<file path="src/rtl/sram_stream_fifo_ctrl_if.sv">
// Stream and SRAM-port bundle for the SRAM-backed FIFO controller.
// The slave view belongs to the controller; the master view belongs to the producer, consumer and SRAM side.
interface sram_stream_fifo_ctrl_if #(
  parameter int ADDR_W = 8,
  parameter int DATA_W = 32,
  parameter int CNT_W  = 9
);
  logic              clear;
  logic              in_valid;
  logic              in_ready;
  logic [DATA_W-1:0] in_data;
  logic              out_valid;
  logic              out_ready;
  logic [DATA_W-1:0] out_data;
  logic [CNT_W-1:0]  count;
  logic              W0_en;
  logic [ADDR_W-1:0] W0_addr;
  logic [DATA_W-1:0] W0_data;
  logic              R0_en;
  logic [ADDR_W-1:0] R0_addr;
  logic [DATA_W-1:0] R0_data;

  modport slave (
    input  clear, in_valid, in_data, out_ready, R0_data,
    output in_ready, out_valid, out_data, count,
           W0_en, W0_addr, W0_data, R0_en, R0_addr
  );

  modport master (
    output clear, in_valid, in_data, out_ready, R0_data,
    input  in_ready, out_valid, out_data, count,
           W0_en, W0_addr, W0_data, R0_en, R0_addr
  );
endinterface

</file>
<file path="src/rtl/sram_stream_fifo_ctrl.sv">
// Ready/valid FIFO on a 1-cycle-latency dual-port SRAM.
// A 2-entry prefetch buffer hides the read latency, so the FIFO sustains one word per cycle.
module sram_stream_fifo_ctrl #(
  parameter int DEPTH  = 256,
  parameter int ADDR_W = 8,
  parameter int DATA_W = 32,
  parameter int CNT_W  = 9
) (
  input logic clock,
  input logic reset_n,
  sram_stream_fifo_ctrl_if.slave io
);
  localparam logic [ADDR_W:0] FULL_LVL = (ADDR_W+1)'(DEPTH);

  logic [ADDR_W-1:0]           wptr, rptr;
  logic [ADDR_W:0]             used;
  logic                        inflight;
  logic [1:0]                  buf_cnt;
  logic [1:0][DATA_W-1:0]      obuf;

  logic       in_fire, out_fire, rd_issue;
  logic [2:0] occ;

  always_comb begin
    io.in_ready = reset_n && (used != FULL_LVL) && !io.clear;
    in_fire     = io.in_valid && io.in_ready;
    out_fire    = (buf_cnt != 2'd0) && io.out_ready;
    // Buffer slots already claimed once this cycle's pop is accounted for.
    occ         = 3'(buf_cnt) + 3'(inflight);
    rd_issue    = (used != '0) && (occ < (3'd2 + 3'(out_fire))) && !io.clear;

    io.W0_en    = in_fire;
    io.W0_addr  = wptr;
    io.W0_data  = io.in_data;
    io.R0_en    = rd_issue;
    io.R0_addr  = rptr;
    io.out_valid = buf_cnt != 2'd0;
    io.out_data  = obuf[0];
    io.count     = CNT_W'(used) + CNT_W'(buf_cnt) + CNT_W'(inflight);
  end

  always_ff @(posedge clock or negedge reset_n) begin
    if (!reset_n) begin
      wptr     <= '0;
      rptr     <= '0;
      used     <= '0;
      inflight <= 1'b0;
      buf_cnt  <= 2'd0;
      obuf     <= '0;
    end else if (io.clear) begin
      // Any word returning from the SRAM this cycle is dropped with the rest.
      wptr     <= '0;
      rptr     <= '0;
      used     <= '0;
      inflight <= 1'b0;
      buf_cnt  <= 2'd0;
    end else begin
      wptr     <= wptr + ADDR_W'(in_fire);
      rptr     <= rptr + ADDR_W'(rd_issue);
      used     <= used + (ADDR_W+1)'(in_fire) - (ADDR_W+1)'(rd_issue);
      inflight <= rd_issue;
      case ({inflight, out_fire})
        2'b01: begin
          obuf[0] <= obuf[1];
          buf_cnt <= buf_cnt - 2'd1;
        end
        2'b10: begin
          obuf[buf_cnt[0]] <= io.R0_data;
          buf_cnt          <= buf_cnt + 2'd1;
        end
        2'b11: begin
          // Pop first, then the returning word lands at the new tail.
          if (buf_cnt == 2'd2) begin
            obuf[0] <= obuf[1];
            obuf[1] <= io.R0_data;
          end else begin
            obuf[0] <= io.R0_data;
          end
        end
        default: ;
      endcase
    end
  end
endmodule
</file>
<file path="src/flat_wrapper.sv">
// flat-port wrapper written by rule: the top's interface ports become plain ports
module sram_stream_fifo_ctrl_flat 
#(
  parameter int DEPTH  = 256,
  parameter int ADDR_W = 8,
  parameter int DATA_W = 32,
  parameter int CNT_W  = 9
)
  (clock, reset_n, io_clear, io_in_valid, io_in_data, io_out_ready, io_R0_data, io_in_ready, io_out_valid, io_out_data, io_count, io_W0_en, io_W0_addr, io_W0_data, io_R0_en, io_R0_addr);
  sram_stream_fifo_ctrl_if #(.ADDR_W(ADDR_W), .DATA_W(DATA_W), .CNT_W(CNT_W)) io_i ();
  input logic clock;
  input logic reset_n;
  input wire logic [$bits(io_i.clear)-1:0] io_clear;
  input wire logic [$bits(io_i.in_valid)-1:0] io_in_valid;
  input wire logic [$bits(io_i.in_data)-1:0] io_in_data;
  input wire logic [$bits(io_i.out_ready)-1:0] io_out_ready;
  input wire logic [$bits(io_i.R0_data)-1:0] io_R0_data;
  output wire logic [$bits(io_i.in_ready)-1:0] io_in_ready;
  output wire logic [$bits(io_i.out_valid)-1:0] io_out_valid;
  output wire logic [$bits(io_i.out_data)-1:0] io_out_data;
  output wire logic [$bits(io_i.count)-1:0] io_count;
  output wire logic [$bits(io_i.W0_en)-1:0] io_W0_en;
  output wire logic [$bits(io_i.W0_addr)-1:0] io_W0_addr;
  output wire logic [$bits(io_i.W0_data)-1:0] io_W0_data;
  output wire logic [$bits(io_i.R0_en)-1:0] io_R0_en;
  output wire logic [$bits(io_i.R0_addr)-1:0] io_R0_addr;
  assign io_i.clear = io_clear;
  assign io_i.in_valid = io_in_valid;
  assign io_i.in_data = io_in_data;
  assign io_i.out_ready = io_out_ready;
  assign io_i.R0_data = io_R0_data;
  assign io_in_ready = io_i.in_ready;
  assign io_out_valid = io_i.out_valid;
  assign io_out_data = io_i.out_data;
  assign io_count = io_i.count;
  assign io_W0_en = io_i.W0_en;
  assign io_W0_addr = io_i.W0_addr;
  assign io_W0_data = io_i.W0_data;
  assign io_R0_en = io_i.R0_en;
  assign io_R0_addr = io_i.R0_addr;
  sram_stream_fifo_ctrl #(.DEPTH(DEPTH), .ADDR_W(ADDR_W), .DATA_W(DATA_W), .CNT_W(CNT_W)) u_core (.clock(clock), .reset_n(reset_n), .io(io_i));
endmodule
</file>
<file path="config.mk">
export PLATFORM = sky130hd
export DESIGN_NAME = sram_stream_fifo_ctrl_flat
export DESIGN_NICKNAME = d
export VERILOG_FILES = /design/src/rtl/sram_stream_fifo_ctrl_if.sv /design/src/rtl/sram_stream_fifo_ctrl.sv /design/src/flat_wrapper.sv
export SDC_FILE = /design/constraint.sdc
export NUM_CORES = 1
export LEC_CHECK = 0
export ABC_AREA = 1
export ABC_CLOCK_PERIOD_IN_PS = 7410
export CELL_PAD_IN_SITES_DETAIL_PLACEMENT = 0
export CELL_PAD_IN_SITES_GLOBAL_PLACEMENT = 1
export CORE_MARGIN = 2
export CORE_UTILIZATION = 30
export DETAILED_ROUTE_END_ITERATION = 12
export PLACE_DENSITY_LB_ADDON = 0.1
export SYNTH_ARGS = -nofsm -noshare
export SYNTH_HDL_FRONTEND = slang
export SYNTH_SLANG_ARGS = --single-unit
export TNS_END_PERCENT = 20
</file>
<file path="constraint.sdc">
create_clock -name clock -period 7.41 [get_ports clock]
set_input_delay 0.741 -clock clock [delete_from_list [all_inputs] [get_ports clock]]
set_output_delay 0.741 -clock clock [all_outputs]
set_load 0.005 [all_outputs]
</file>
* Yosys cells after proc, flatten, opt, wreduce, memory -nomap -nowiden *
Cells that the tools add are included.

word-level totals
  output and inout bits = 93
  word-level logic and storage cells = 55
  flip-flop bits (word level) = 92
  input bits = 69

cells by class
  equality and inequality tests = 6
  add/subtract/negate cells = 10
  bitwise operators = 1
  reductions and logical operators = 15
  $lt $le $gt $ge = 3
  mux-type cells = 13

operators by type and width
  kind                 count
  $mux 32              3
  $pmux 32 s3          1
  $bwmux 64            1
  $pmux 32 s2          1
  $demux 32 s1         1
  $add 9x1->9          2
  $add 8x1->8          2
  $mux 8               2
  $add 9x2->9          1
  $mux 9               1
  $ne 9x9->1 const B   1
  $reduce_bool 9->1    1
  $sub 9x1->9          1
  $logic_and 1x1->1    7
  $eq 2x2->1 const B   3
  $reduce_bool 3->1    2
  $pmux 2 s2           1
  $reduce_bool 2->1    2
  $add 2x1->3          1
  $add 2x1->3 const A  1
  $lt 3x3->1           1
  $reduce_and 3->1     1
  $add 2x1->2 const B  1
  $eq 2x1->1 const B   1
  other kinds (9)      9

* Logic depth before layout (Yosys ltp) *
Gate-level depths: netlist of run 1.

  depth after elaboration = 8
  depth in mapped cells = 19
  gate-level depth less buffers = 19

* Least setup slack after synthesis of run 1 *
Ideal clock, no wire load.

  path type = reg2out
  from = register u_core.inflight
  to = output port io_count[8]
  arrival time = 1878 ps
  cell stages (with the launch flop) = 9
  path slack = 4791 ps
  path buffers = 2
  path through = dfrtp_1 > buf_2 > clkinv_1 > clkbuf_1 > fa_1 > inv_1 > fa_1 > nand4_1 > xor2_1

on the way
  cells in the longest elaborated chain, start to end = 1

ends and longest elaborated chain
  what                      line                         source
  start: declaration        sram_stream_fifo_ctrl.sv:17  logic inflight;
  start signal: assignment  sram_stream_fifo_ctrl.sv:61  inflight <= rd_issue;
  $add 9x1->9               sram_stream_fifo_ctrl.sv:39  io.count = CNT_W'(used) + CNT_W'(buf_cnt) + CNT_W'(inflight);
  end: declaration          flat_wrapper.sv:21           output wire logic [$bits(io_i.count)-1:0] io_count;

Every way passes these cells.

* Final worst setup path of run 1 *
  from = register u_core.buf_cnt[0]
  to = output port io_count[7]

on the way
  cells in the longest elaborated chain, start to end = 2

ends and longest elaborated chain
  what                      line                         source
  start: declaration        sram_stream_fifo_ctrl.sv:18  logic [1:0] buf_cnt;
  start signal: assignment  sram_stream_fifo_ctrl.sv:65  buf_cnt <= buf_cnt - 2'd1;
  start signal: assignment  sram_stream_fifo_ctrl.sv:69  buf_cnt <= buf_cnt + 2'd1;
  $add 9x2->9               sram_stream_fifo_ctrl.sv:39
  $add 9x1->9               sram_stream_fifo_ctrl.sv:39

Every way passes these cells.

==> results of run 1 <==
-- power groups by stage --
stage          registers [mW]  clock network [mW]  logic, mW
2_1_floorplan           0.804                   0       1.08
3_3_place_gp            0.892                   0       1.44
3_5_place_dp            0.889                   0       1.44
4_1_cts                 0.881               0.500       1.45
5_1_grt                 0.916               0.517       1.64
6_report                0.878               0.474       1.41
-- metrics by stage --
step | utilization [%] | instance area (um2)
5_1_grt | 35.4 | 7210
2_1_floorplan | - | 6260
3_3_place_gp | 34.0 | 6920
4_1_cts | 35.4 | 7210
6_report | 35.4 | 7210
3_5_place_dp | 34.0 | 6920
-- registers in the layout (all words and copies together), names as in the netlist --
name / flops
u_core.io.out_data: 32
u_core.buf_cnt: 2
u_core.used: 9
u_core.obuf: 32
u_core.io.W0_addr: 8
u_core.io.R0_addr: 8
u_core.inflight: 1
-- routing by layer --
layer	vias up	track usage (%)	wire, um
met3	4	4.11	810
li1	2805	-	-
met4	0	2.95	53
met1	2403	23.1	8750
met5	-	0	0
met2	103	26.3	7850
-- Yosys cell counts, drive strengths merged --
cell | count | area [um2]
nand2 | 340 | 1280
nand3 | 110 | 551
buf | 94 | 646
dfrtp | 92 | 2300
inv | 77 | 289
o21ai | 75 | 375
nor2 | 37 | 139
ha | 23 | 288
a21oi | 17 | 88.8
clkbuf | 14 | 52.6
xor2 | 11 | 96.3
nand4 | 5 | 31.3
fa | 3 | 60.1
clkinv | 2 | 7.51
nor3 | 2 | 10.0
nor3b | 2 | 15.0
a22oi | 1 | 7.51
and2 | 1 | 6.26
nor2b | 1 | 6.26
o21bai | 1 | 7.51
-- how the worst max path moves through the flow --
| stage | endpoint | cells past startpoint |
|---|---|---|
| after floorplan | io_count[8] | 8 |
| after global placement | io_count[7] | 9 |
| after detailed placement | io_count[7] | 9 |
| after CTS | io_count[7] | 9 |
| after global routing | io_count[7] | 9 |
| final | io_count[7] | 9 |
-- cell type report --
type,count,share of cell area [%]
inverter,79,4.11
multi-input combinational,629,41.1
clock inverter,4,0.694
clock buffer,11,3.37
sequential,92,32.0
tap,270,4.69
timing repair buffer,103,14.1
-- placed cells by master, fill, tap and decap left out, types with 5 or more instances in the layout --
cell / Yosys / routed
buf_4: 71 / 7
clkdlybuf4s50_1: 0 / 96
dfrtp_1: 92 / 90
nand3_1: 110 / 110
nand4_1: 5 / 5
clkbuf_16: 0 / 9
nand2_1: 337 / 337
inv_1: 74 / 74
nor2_1: 37 / 37
o21ai_0: 43 / 43
a21oi_1: 16 / 16
ha_1: 23 / 23
xor2_1: 11 / 11
o21ai_1: 32 / 32
-- kinds of logic (layout without fill, tap and decap cells) --
logic type,count (synthesis),count (layout),share of synthesized area [%]
DFF,92,92,36.8
buffers and inverters,187,197,15.9
xor gates and xnor gates,11,11,1.54
and+or+nand+nor,498,498,32.6
AOI/OAI and AO/OA,94,94,7.65
adders and majority gates,26,26,5.55
-- worst max-delay path, cell delays in order (launching register included) --
cell and delay, ps:
dfrtp_2 340, buf_4 540, inv_2 520, fa_1 550, inv_1 90, a21oi_1 60, nor2_1 210, nand3_1 120
xor2_1 150, clkdlybuf4s50_1 510
==> impl_metrics.yaml, run 1 <==
finish:
  diodes: 0
  final_cells: 1188
  fin_nets: 1009
  register_area_mm2: 0.00230
  num-fill-cells: 2206
  syn2layout_area_growth_pct: 15.1
  layout-drive-gt1-share_pct: 3.27
  multi_input_area_mm2: 0.00297
logic_synthesis:
  yosys_register_bits: 92
  syn-num-nets: 1003
  synth_cells: 908
  syn_area_per_cell_um2: 6.90
  ys_types: 26
  yosysSeqAreaShare_pct: 36.8
  netlist_area_mm2: 0.00626
  ys_warn_count: 0
critical_path:
  start_kind: "flip-flop"
  path_class: "reg2out"
  reg2reg_depth: 8
  cp_max_fo: 69
  reg2reg_slack_ps: 3840
  cp-end-kind: "output port"
  cp.required_ps: 6670
  startpoint: "u_core.buf_cnt[0]$_DFFE_PN0P_"
  cp.arrival_ps: 3450
  r2r_end: "u_core.obuf[34]$_DFFE_PN0P_"
  r2r-start: "u_core.buf_cnt[0]$_DFFE_PN0P_"
flow_run:
  cap_violations: 0
hold_path:
  hold_class: "in2async"
detailed_routing:
  routed_via_density: 4.47
  route.detailed.drc: 0
  wl_um: 17500
  ant_nets: 0
  drtIter0Drc: 266
  wl_per_cell_um: 14.7
  drt_pass1_iterations: 5
  vias: 5315
cts:
  clk_path_buf_depth: 2
  root_buffer: "clkbuf_16"
  clk_latency_ps: 350
  clock_sinks: 92
  h-tree-depth: 3
  cts_buffers: 9
  cts_setup_buffers: 0
  tritoncts: "built"
  cts_hold_buf: 0
  cts_resized: 0
  clk_pin_slew_ps: 70
floorplanning:
  chipWidth_um: 148
  die-area_mm2: 0.0220
  core_area_mm2: 0.0204
  pin_count: 162
  die_y_um: 148
  fp-row-count: 52
  start_util_pct: 30.8
placement:
  dp_hpwl_um: 10800
  gp_congestion: 0.755
  dp_cells: 1173
  post-place-ws_ps: 3530
  port_buffers: 97
sta:
  slew_headroom_pct: 23.5
  fin_crit_sh_pct: 56.5
  finalHoldViolCount: 0
  max_clock_freq_mhz: 239
  setup-tns-final_ps: 0
  setup_ws_ps: 3220
  rsz0062_at_grt: "false"
  skew_ps: 8.19
  hold_ws_ps: 366
  min_period_ps: 4190
  setup_violations: 0
  worst_pin_slew_ps: 1140
  finalMaxSlewViolations: 0
pwr:
  power_mw: 2.76
  power_frac_clock_pct: 17.2
  power.ir.vdd_worst_mv: 0.135
  power_leakage_nw: 3.57
  swShare_pct: 44.2
  power.internal_mw: 1.54
  power.density_mw_per_mm2: 383
  power_frac_seq_pct: 31.8
  p_switching_mw: 1.22
  p_comb_share_pct: 51.0
global_route:
  antenna_found_initial: 0
  globalRouteOverflowTotal: 0
  grt_max_degree: 70
  grt_pass1_wl_um: 28600
  grt_usage_pct: 16.5
  first_global_vias: 5247
run_status:
  status: "complete, no violations"
Power figures use the tool's default switching activity.
==> run 2, diff against run 1 <==
--- a/config.mk
+++ b/config.mk
@@ -6,7 +6,7 @@
 export NUM_CORES = 1
 export LEC_CHECK = 0
 export ABC_AREA = 1
-export ABC_CLOCK_PERIOD_IN_PS = 7410
+export ABC_CLOCK_PERIOD_IN_PS = 4050
 export CELL_PAD_IN_SITES_DETAIL_PLACEMENT = 0
 export CELL_PAD_IN_SITES_GLOBAL_PLACEMENT = 1
 export CORE_MARGIN = 2
==> constraint.sdc (replaced) <==
create_clock -name clock -period 4.05 [get_ports clock]
set_input_delay 0.405 -clock clock [delete_from_list [all_inputs] [get_ports clock]]
set_output_delay 0.405 -clock clock [all_outputs]
set_load 0.005 [all_outputs]
==> impl_metrics.yaml, run 2 (synthesized netlist as in run 1, its figures left out) <==
sta:
  skew_ps: 7.83
  finalHoldViolCount: 0
  rsz0062_at_grt: "false"
  fin_crit_sh_pct: 77.1
  slew_headroom_pct: 50.6
  min_period_ps: 3120
  setup_violations: 0
  setup-tns-final_ps: 0
  finalMaxSlewViolations: 0
  worst_pin_slew_ps: 741
  max_clock_freq_mhz: 320
global_route:
  globalRouteOverflowTotal: 0
  grt_max_degree: 57
  grt_pass1_wl_um: 29100
  antenna_found_initial: 0
  grt_usage_pct: 16.9
  first_global_vias: 5400
critical_path:
  critPathSlowestCell: "dfrtp_1"
  r2r_end: "u_core.used[6]$_DFF_PN0_"
  critPathTopFamily: "buffers and inverters"
  cp.required_ps: 3640
  reg2reg_depth: 16
  cp_max_fo: 11
  path_class: "reg2out"
  slowest_delay_ps: 590
  path_cells: "clkinv_1, fa_1, inv_1, a21oi_1, nor2_1, nand3_1, xor2_1, clkdlybuf4s50_1"
  crit_buf_inv: 3
  cp.arrival_ps: 2720
  reg2reg_slack_ps: 1340
  start_kind: "flip-flop"
  r2r-start: "u_core.inflight$_DFF_PN0_"
  cp-end-kind: "output port"
placement:
  port_buffers: 97
  gp_congestion: 0.735
  dp_cells: 1181
  dp_hpwl_um: 11200
floorplanning:
  start_util_pct: 30.8
  die-area_mm2: 0.0220
  die_y_um: 148
  fp-row-count: 52
  pin_count: 162
  chipWidth_um: 148
  core_area_mm2: 0.0204
detailed_routing:
  vias: 5420
  dr_wl_met3_um: 1030
  route.detailed.drc: 0
  wl_met2_um: 7830
  drt_pass1_iterations: 5
  ant_nets: 0
  wl_met1_um: 8900
  wl_per_cell_um: 15.0
  wl_um: 17900
  top_layer: "met4"
  routed_via_density: 4.53
  drtIter0Drc: 241
cts:
  h-tree-depth: 3
  clk_latency_ps: 350
  cts_resized: 0
  clk_pin_slew_ps: 70
  tritoncts: "built"
  root_buffer: "clkbuf_16"
  cts_hold_buf: 0
  cts_setup_buffers: 0
  cts_buffers: 9
  clk_path_buf_depth: 2
  clock_sinks: 92
flow_run:
  cap_violations: 0
pwr:
  power_leakage_nw: 3.62
  power.density_mw_per_mm2: 705
  power.ir.vdd_worst_mv: 0.338
finish:
  num-fill-cells: 2212
  layout-drive-gt1-share_pct: 4.00
  final_cells: 1196
  mostFrequentLayoutCells: "nand2_1, nand3_1, clkdlybuf4s50_1"
  final_common_cell: "nand2_1"
  syn2layout_area_growth_pct: 16.3
  fin_nets: 1017
  diodes: 0
hold_path:
  hold_class: "in2async"
run_status:
  status: "complete, no violations"
[run 2: layout make-up]
class / count / area (um2) / area share, %
flip-flops and latches: 92 / 2300 / 31.6
inverters: 79 / 297 / 4.07
well taps: 270 / 338 / 4.64
clock buffers: 14 / 274 / 3.76
clock inverters: 1 / 30.0 / 0.412
repair buffers: 111 / 1070 / 14.7
multi-input cells: 629 / 2970 / 40.7
[run 2: report_power, final]
group	total [mW]	switching, mW	internal [mW]	leakage, nW
sequential	1.57	0.314	1.25	1.19
clock	0.902	0.374	0.528	0.149
combinational	2.67	1.57	1.09	2.28
[run 2: metal layers]
metal | GRT usage, % | up-vias
met2 | 26.4 | 114
li1 | - | 2819
met5 | 0 | -
met4 | 3.24 | 0
met3 | 5.09 | 9
met1 | 23.4 | 2478
[run 2: per-stage QoR]
step                hold WS, ps  setup WS [ps]  power, mW  instance area (um2)  utilization, %
floorplan                   109           1670       3.44                 6260               -
global placement            496           1320       4.31                 6980            34.3
detailed placement          493           1250       4.30                 6980            34.3
CTS                         253            877       5.23                 7280            35.8
global route                263            696       5.68                 7280            35.8
finish                      211            929       5.13                 7280            35.8
[run 2: how the worst max path moves through the flow]
stage	from	endpoint	slack, ps	cells after the start
final	u_core.inflight$_DFF_PN0_	io_count[7]	930	8
after global routing	u_core.inflight$_DFF_PN0_	io_count[8]	700	7
after CTS	u_core.inflight$_DFF_PN0_	io_count[7]	880	8
after detailed placement	io_out_ready	u_core.used[8]$_DFF_PN0_	1250	16
after global placement	io_clear	u_core.used[6]$_DFF_PN0_	1320	15
after floorplan	u_core.buf_cnt[0]$_DFFE_PN0P_	u_core.used[8]$_DFF_PN0_	1670	15
